## src/rtl/regfile_wb_arbiter_if.sv

```systemverilog
// Write-back arbiter bundle: requester handshake, regfile write port and bypass compare.
// The master side is the requesters/read stage; the slave side is the arbiter.
interface regfile_wb_arbiter_if #(
    parameter int NUM_REQ    = 3,
    parameter int DATA_WIDTH = 32,
    parameter int ADDR_WIDTH = 5
);
    localparam int ID_W = $clog2(NUM_REQ);

    logic [NUM_REQ-1:0]            req_valid;
    logic [NUM_REQ*ADDR_WIDTH-1:0] req_addr;
    logic [NUM_REQ*DATA_WIDTH-1:0] req_data;
    logic [NUM_REQ-1:0]            req_ready;

    logic                          rf_we;
    logic [ADDR_WIDTH-1:0]         rf_w_addr;
    logic [DATA_WIDTH-1:0]         rf_w_data;
    logic [ID_W-1:0]               wb_id;

    logic [ADDR_WIDTH-1:0]         rd_addr1;
    logic [ADDR_WIDTH-1:0]         rd_addr2;
    logic                          fwd_hit1;
    logic                          fwd_hit2;
    logic [DATA_WIDTH-1:0]         fwd_data;

    modport master (
        output req_valid, req_addr, req_data, rd_addr1, rd_addr2,
        input  req_ready, rf_we, rf_w_addr, rf_w_data, wb_id,
               fwd_hit1, fwd_hit2, fwd_data
    );

    modport slave (
        input  req_valid, req_addr, req_data, rd_addr1, rd_addr2,
        output req_ready, rf_we, rf_w_addr, rf_w_data, wb_id,
               fwd_hit1, fwd_hit2, fwd_data
    );
endinterface

```

## src/rtl/regfile_wb_arbiter.sv

```systemverilog
// Round-robin write-back arbiter feeding a registered regfile write stage; 1-cycle latency to rf_we.
// Never stalls: one grant per cycle while any request is valid; address 0 is accepted but not written.
module regfile_wb_arbiter #(
    parameter int NUM_REQ    = 3,
    parameter int DATA_WIDTH = 32,
    parameter int ADDR_WIDTH = 5
) (
    input  logic                clk,
    input  logic                rst_n,
    regfile_wb_arbiter_if.slave wb
);
    localparam int              ID_W    = $clog2(NUM_REQ);
    localparam logic [ID_W-1:0] LAST_ID = ID_W'(NUM_REQ - 1);

    logic [ID_W-1:0]       ptr_q, ptr_d;
    logic                  rf_we_q, rf_we_d;
    logic [ADDR_WIDTH-1:0] rf_w_addr_q, rf_w_addr_d;
    logic [DATA_WIDTH-1:0] rf_w_data_q, rf_w_data_d;
    logic [ID_W-1:0]       wb_id_q, wb_id_d;

    logic [NUM_REQ-1:0]    hi_mask;
    logic [NUM_REQ-1:0]    masked_vld;
    logic [NUM_REQ-1:0]    pick_src;
    logic                  win_vld;
    logic [ID_W-1:0]       win_id;
    logic [NUM_REQ-1:0]    grant_oh;
    logic [ADDR_WIDTH-1:0] win_addr;
    logic [DATA_WIDTH-1:0] win_data;

    // Requests at or above the pointer take precedence; if none, wrap to the lowest valid index.
    always_comb begin
        hi_mask  = '0;
        win_vld  = 1'b0;
        win_id   = '0;
        grant_oh = '0;
        win_addr = '0;
        win_data = '0;
        for (int i = 0; i < NUM_REQ; i++) begin
            hi_mask[i] = (ID_W'(i) >= ptr_q);
        end
        masked_vld = wb.req_valid & hi_mask;
        pick_src   = (|masked_vld) ? masked_vld : wb.req_valid;
        win_vld    = |pick_src;
        for (int i = NUM_REQ - 1; i >= 0; i--) begin
            if (pick_src[i]) begin
                win_id = ID_W'(i);
            end
        end
        for (int i = 0; i < NUM_REQ; i++) begin
            grant_oh[i] = win_vld && (ID_W'(i) == win_id);
            if (grant_oh[i]) begin
                win_addr = wb.req_addr[i*ADDR_WIDTH +: ADDR_WIDTH];
                win_data = wb.req_data[i*DATA_WIDTH +: DATA_WIDTH];
            end
        end
    end

    always_comb begin
        ptr_d       = ptr_q;
        rf_we_d     = 1'b0;
        rf_w_addr_d = rf_w_addr_q;
        rf_w_data_d = rf_w_data_q;
        wb_id_d     = wb_id_q;
        if (win_vld) begin
            ptr_d       = (win_id == LAST_ID) ? '0 : win_id + ID_W'(1);
            rf_we_d     = (win_addr != '0);
            rf_w_addr_d = win_addr;
            rf_w_data_d = win_data;
            wb_id_d     = win_id;
        end
    end

    always_ff @(posedge clk or negedge rst_n) begin
        if (!rst_n) begin
            ptr_q       <= '0;
            rf_we_q     <= 1'b0;
            rf_w_addr_q <= '0;
            rf_w_data_q <= '0;
            wb_id_q     <= '0;
        end else begin
            ptr_q       <= ptr_d;
            rf_we_q     <= rf_we_d;
            rf_w_addr_q <= rf_w_addr_d;
            rf_w_data_q <= rf_w_data_d;
            wb_id_q     <= wb_id_d;
        end
    end

    // Grants are suppressed while reset is held so no requester believes it was accepted.
    assign wb.req_ready = rst_n ? grant_oh : '0;

    assign wb.rf_we     = rf_we_q;
    assign wb.rf_w_addr = rf_w_addr_q;
    assign wb.rf_w_data = rf_w_data_q;
    assign wb.wb_id     = wb_id_q;

    assign wb.fwd_hit1  = rf_we_q && (rf_w_addr_q == wb.rd_addr1) && (wb.rd_addr1 != '0);
    assign wb.fwd_hit2  = rf_we_q && (rf_w_addr_q == wb.rd_addr2) && (wb.rd_addr2 != '0);
    assign wb.fwd_data  = rf_w_data_q;
endmodule

```

## src/flat_wrapper.sv

```systemverilog
// flat-port wrapper written by rule: the top's interface ports become plain ports
module regfile_wb_arbiter_flat 
#(
    parameter int NUM_REQ    = 3,
    parameter int DATA_WIDTH = 32,
    parameter int ADDR_WIDTH = 5
)
  (clk, rst_n, wb_req_valid, wb_req_addr, wb_req_data, wb_rd_addr1, wb_rd_addr2, wb_req_ready, wb_rf_we, wb_rf_w_addr, wb_rf_w_data, wb_wb_id, wb_fwd_hit1, wb_fwd_hit2, wb_fwd_data);
  regfile_wb_arbiter_if #(.NUM_REQ(NUM_REQ), .DATA_WIDTH(DATA_WIDTH), .ADDR_WIDTH(ADDR_WIDTH)) wb_i ();
  input  logic clk;
  input  logic rst_n;
  input wire logic [$bits(wb_i.req_valid)-1:0] wb_req_valid;
  input wire logic [$bits(wb_i.req_addr)-1:0] wb_req_addr;
  input wire logic [$bits(wb_i.req_data)-1:0] wb_req_data;
  input wire logic [$bits(wb_i.rd_addr1)-1:0] wb_rd_addr1;
  input wire logic [$bits(wb_i.rd_addr2)-1:0] wb_rd_addr2;
  output wire logic [$bits(wb_i.req_ready)-1:0] wb_req_ready;
  output wire logic [$bits(wb_i.rf_we)-1:0] wb_rf_we;
  output wire logic [$bits(wb_i.rf_w_addr)-1:0] wb_rf_w_addr;
  output wire logic [$bits(wb_i.rf_w_data)-1:0] wb_rf_w_data;
  output wire logic [$bits(wb_i.wb_id)-1:0] wb_wb_id;
  output wire logic [$bits(wb_i.fwd_hit1)-1:0] wb_fwd_hit1;
  output wire logic [$bits(wb_i.fwd_hit2)-1:0] wb_fwd_hit2;
  output wire logic [$bits(wb_i.fwd_data)-1:0] wb_fwd_data;
  assign wb_i.req_valid = wb_req_valid;
  assign wb_i.req_addr = wb_req_addr;
  assign wb_i.req_data = wb_req_data;
  assign wb_i.rd_addr1 = wb_rd_addr1;
  assign wb_i.rd_addr2 = wb_rd_addr2;
  assign wb_req_ready = wb_i.req_ready;
  assign wb_rf_we = wb_i.rf_we;
  assign wb_rf_w_addr = wb_i.rf_w_addr;
  assign wb_rf_w_data = wb_i.rf_w_data;
  assign wb_wb_id = wb_i.wb_id;
  assign wb_fwd_hit1 = wb_i.fwd_hit1;
  assign wb_fwd_hit2 = wb_i.fwd_hit2;
  assign wb_fwd_data = wb_i.fwd_data;
  regfile_wb_arbiter #(.NUM_REQ(NUM_REQ), .DATA_WIDTH(DATA_WIDTH), .ADDR_WIDTH(ADDR_WIDTH)) u_core (.clk(clk), .rst_n(rst_n), .wb(wb_i));
endmodule
```

## config.mk

```make
export PLATFORM = sky130hd
export DESIGN_NAME = regfile_wb_arbiter_flat
export DESIGN_NICKNAME = d
export VERILOG_FILES = /design/src/rtl/regfile_wb_arbiter_if.sv /design/src/rtl/regfile_wb_arbiter.sv /design/src/flat_wrapper.sv
export SDC_FILE = /design/constraint.sdc
export NUM_CORES = 1
export LEC_CHECK = 0
export ABC_AREA = 1
export CAP_MARGIN = 40
export CELL_PAD_IN_SITES_DETAIL_PLACEMENT = 1
export CELL_PAD_IN_SITES_GLOBAL_PLACEMENT = 2
export CORE_MARGIN = 1
export CORE_UTILIZATION = 14
export DETAILED_ROUTE_END_ITERATION = 10
export PLACE_DENSITY_LB_ADDON = 0.15
export SLEW_MARGIN = 20
export SYNTH_ARGS = -nofsm -noshare
export SYNTH_HDL_FRONTEND = slang
export SYNTH_SLANG_ARGS = --single-unit
```

## constraint.sdc

```tcl
create_clock -name clk -period 1.4 [get_ports clk]
set_clock_uncertainty 0.1 [all_clocks]
set_input_delay 0.21 -clock clk [delete_from_list [all_inputs] [get_ports clk]]
set_output_delay 0.21 -clock clk [all_outputs]
set_load 0.01 [all_outputs]
```

# == Yosys cells after proc, flatten, opt, wreduce, memory -nomap -nowiden ==
# Cells that the tools add are included.
# W data, S select, Z words.
# word_totals
register_bits,42
input_bits,126
output_inout_bits,77
elab_cells,41
# op_classes
addsub,1
magnitude_cmp,3
n_eq_ne,5
muxes,13
n_bitwise,1
n_reduce_logical,13
# ops
operator,count
$mux W32,3
$mux W5,3
$reduce_bool A5 Y1,3
$eq A5 B5 Y1,2
$mux W2,4
$logic_and A1 B1 Y1,7
$mux W3,2
$reduce_or A3 Y1,2
$ge A1 B2 Y1 const A,2
$and A3 B3 Y3,1
$add A2 B1 Y2 const B,1
$eq A1 B2 Y1 const A,1
$eq A2 B2 Y1 const A,1
$eq A2 B2 Y1 const B,1
$ge A2 B2 Y1 const A,1
$logic_not A2 Y1,1
$mux W1,1

# == Depth between registers and ports, before layout ==
# depth
word_depth,14
depth_mapped,10
depth_no_buf,9

# == Least setup slack after synthesis ==
# No wires, ideal clock.
# synth_path
path_type,register to output
start,register u_core.wb.wb_id[0] (netlist name)
end,output wb_req_ready[1]
arrival_time_ns,1.306
required_time_ns,1.090
setup_slack_ns,-0.216
path_stages_with_launch,9
n_path_buf,1
path_cell_list,dfrtp_1 > inv_1 > nand2_1 > nand2_1 > nand2_1 > nand2_2 > buf_1 > nand2_1 > nor2_1
# synth_rtl
item,line_no,source
"end, declared",flat_wrapper.sv:17,output wire logic [$bits(wb_i.req_ready)-1:0] wb_req_ready;

# == Worst setup path after layout ==
# layout_path
start,register u_core.rf_w_addr_q[1] (netlist: u_core.wb.rf_w_addr[1])
end,output wb_fwd_hit2
# layout_via
elab_chain_len,3
# layout_rtl
item,line_no,source
"start, declared",regfile_wb_arbiter.sv:17,"logic [ADDR_WIDTH-1:0] rf_w_addr_q, rf_w_addr_d;"
"start signal, assigned",regfile_wb_arbiter.sv:83,rf_w_addr_q <= rf_w_addr_d;
$eq A5 B5 Y1,regfile_wb_arbiter.sv:98,assign wb.fwd_hit2 = rf_we_q && (rf_w_addr_q == wb.rd_addr2) && (wb.rd_addr2 != '0);
$logic_and A1 B1 Y1 (2 in series),regfile_wb_arbiter.sv:98,
"end, declared",flat_wrapper.sv:23,output wire logic [$bits(wb_i.fwd_hit2)-1:0] wb_fwd_hit2;
# Every way passes these cells.

==> metrics.md <==
| Metric | Value |
|---|---|
| I/O Pins | 203 |
| Leak Pwr | 0.00256 uW |
| CTS tree | built |
| Rel. slew slack | 60.1% |
| Vias per cell | just over 4 |
| CTS buffer count | 5 |
| Warnings, synthesis | 0 |
| Yosys cell types | 26 |
| Layout cell share with drive strength beyond 1 | 31.7% |
| Die H | 137 um |
| Cells after Synth | approximately 340 |
| Routed length per placed instance | 17.0 um |
| Final min period | between 1.5 and 2 ns |
| Outcome | complete, but fails checks |
| DR pass1 iterations | 4 |
| Max-cap viol count | 0 |
| Setup TNS | -12.69 ns |
| Worst EP arrival | 1.41 ns |
| Failing checks | setup timing |
| Filler instances | ~2000 |
| VDD IR-drop max | 462 uV |
| Vias in the first global route | roughly 3700 |
| Async SR Flop Fraction | 100% |
| Diodes inserted | 0 |
| Syn nets | 463 |
| Seq/Total Area, Yosys | 40.5% |
| Final worst path period share | 123% |
| Flops & latches, synth | ~40 |
| Most common cell after layout, fill and taps aside | clkdlybuf4s50_1 |
| Power Density | 965 nW/um^2 |
| Routed Antenna Nets | 0 |
| Syn_area_per_cell | 7.52 sq um |
| Area grow syn2layout | 126% |
| CTS Buffer Depth | 2 |
| DIE AREA | ~19000 sq um |
| Clk_lat worst skew | just under 0.3 ns |
| Std-Cell Rows | 48 |
| Drt drc | 0 |
| Root Buffer | clkbuf_16 |
| Initial antenna violation count | 0 |
| Main synth FF type | dfrtp_1 |
| Final WL | around 14000 um |
| Core area | about 17000 sq um |
| First-pass GRT wire length | between 20000 and 25000 um |
| Largest net degree at the start of global routing | 42 |
| FF+latch area | about 1000 sq um |
| Most frequent cells in the layout | clkdlybuf4s50_1, nand2_1, dlygate4sd2_1, nand2_2, dfrtp_1 |
| Worst Max-Slew Pin Slew | approximately 0.60 ns |
| 1st-iter DRT viols | 85 |
| Clk sinks | 41 |
| Reg clk slew, reported paths | roughly 0.060 ns |
| # setup viols final | 46 |
| Number of H-tree levels | 2 |
| Area of the multi-input gates | 1370 sq um |
| GRT overflow | 0 |
| Pre-CTS setup slack | -0.709 ns |
| Critical Path Start Type | flip-flop |
| Total number of vias | 3266 |
| Post-synth EDFFs | 0 |
| Worst min-delay path class | reg2reg |
| Setup CP Type | reg2out |
| Unrepaired setup endpoints after global routing | yes |
| Layout Nets | 696 |
| Tot GR Track Use | 15.1% |
| Final slew viol count | 0 |
| Final Hold Fails | 0 |
| Die X | 137 um |
| Nature of the critical path endpoint | output port |
| Post-synth design cell area | 2530 sq um |
| Routability cong. | 0.738 |
| Initial Utilization | between 10 and 15% |
| I/O Buffers | 202 |
| Max FO, Critical Path | 2 |
| Required @ worst endpoint | 1.09 ns |
| Detail Placement HPWL | 9260 um |
| Max Freq | around 580 MHz |
| Setup WS post-layout | -0.318 ns |
-- layer usage --
layer / GRT usage (%) / wire, um
met3: 3.44 / 811
met1: 19.1 / 6080
met2: 25.9 / 6560
met5: 0 / 0
met4: 3.33 / 112
-- cells in the mapped netlist, types with 2 or more instances --
master / count / area share, %
a21oi_1: 3 / 0.59
buf_1: 2 / 0.30
buf_2: 8 / 1.6
buf_4: 36 / 11
buf_6: 3 / 1.3
clkbuf_1: 2 / 0.30
dfrtp_1: 41 / 40
inv_1: 12 / 1.8
inv_2: 3 / 0.44
nand2_1: 118 / 17
nand3_1: 47 / 9.3
nand4_1: 34 / 8.4
nor2_1: 7 / 1.0
nor3_1: 2 / 0.39
o2111ai_1: 2 / 0.69
o21ai_1: 3 / 0.59
o21bai_1: 4 / 1.2
xnor2_1: 2 / 0.69
-- flip-flops by register name, indices dropped and copies added, names as in the netlist --
signal and count:
u_core.wb.wb_id 2, u_core.wb.rf_we 1, u_core.wb.fwd_data 32, u_core.ptr_q 1
u_core.wb.rf_w_addr 5
-- critical path, cell delays in order (launching register included) --
cell	delay, ns
dfrtp_1	0.40
xor2_1	0.18
a211oi_2	0.15
nand4_1	0.13
nor3_2	0.11
buf_2	0.15
-- logic make-up after synthesis --
family	count (synthesis)	share of synthesized area, %
AO/OA/AOI/OAI	16	4.39
XOR/XNOR	3	1.04
buffers and inverters	66	16.4
flip-flops	41	40.5
AND/OR/NAND/NOR	211	37.7
-- layout make-up --
class | count | share of cell area, %
multi-input combinational | 230 | 24.0
clock inverter | 2 | 0.175
sequential | 41 | 17.9
timing repair buffer | 277 | 49.4
clock buffer | 6 | 2.25
tap | 225 | 4.92
inverter | 15 | 1.38
-- per-stage QoR --
step | instances | hold WS (ns) | cell area (sq um) | utilization [%] | power [uW]
after floorplan | 337 | -0.186 | 2610 | - | 2650
after global placement | 751 | 0.292 | 4870 | 27.9 | 4040
after detailed placement | 751 | 0.303 | 4870 | 27.9 | 4060
after CTS | 796 | 0.383 | 5660 | 32.4 | 5590
after global routing | 796 | 0.394 | 5730 | 32.8 | 5880
final | 796 | 0.378 | 5730 | 32.8 | 5530
-- path summary, 6_finish.rpt --
kind	start	to	slack, ns	cells past startpoint
max in group asynchronous	rst_n	u_core.wb.fwd_data[1]$_DFFE_PN0P_	0.32	3
min in group asynchronous	rst_n	u_core.wb.fwd_data[28]$_DFFE_PN0P_	0.48	3
worst max register to register	u_core.ptr_q[0]$_DFFE_PN0P_	u_core.wb.fwd_data[7]$_DFFE_PN0P_	-0.30	9
worst min-delay path	u_core.wb.wb_id[1]$_DFFE_PN0P_	u_core.wb.wb_id[1]$_DFFE_PN0P_	0.38	2
worst max-delay path	u_core.wb.rf_w_addr[1]$_DFFE_PN0P_	wb_fwd_hit2	-0.32	5
worst min register to register	u_core.wb.wb_id[1]$_DFFE_PN0P_	u_core.wb.wb_id[1]$_DFFE_PN0P_	0.38	2
-- power by group --
part | total (uW) | leakage (uW) | internal (uW) | switching (uW)
logic | 2730 | 0.00199 | 1520 | 1210
clock network | 1180 | 0.0000706 | 657 | 527
registers | 1610 | 0.000497 | 1410 | 205
total | 5530 | 0.00256 | 3590 | 1940
-- what timing repair did --
action                                  CTS  global route
endpoints found under the hold margin    41             0
endpoints found under the setup margin  118            52
setup buffers                            30             4
hold buffers                              1             0
pin swaps                                28            31
gates resized for setup                 218            35
cloned                                    9             0
(Power assumes the default switching activity.)
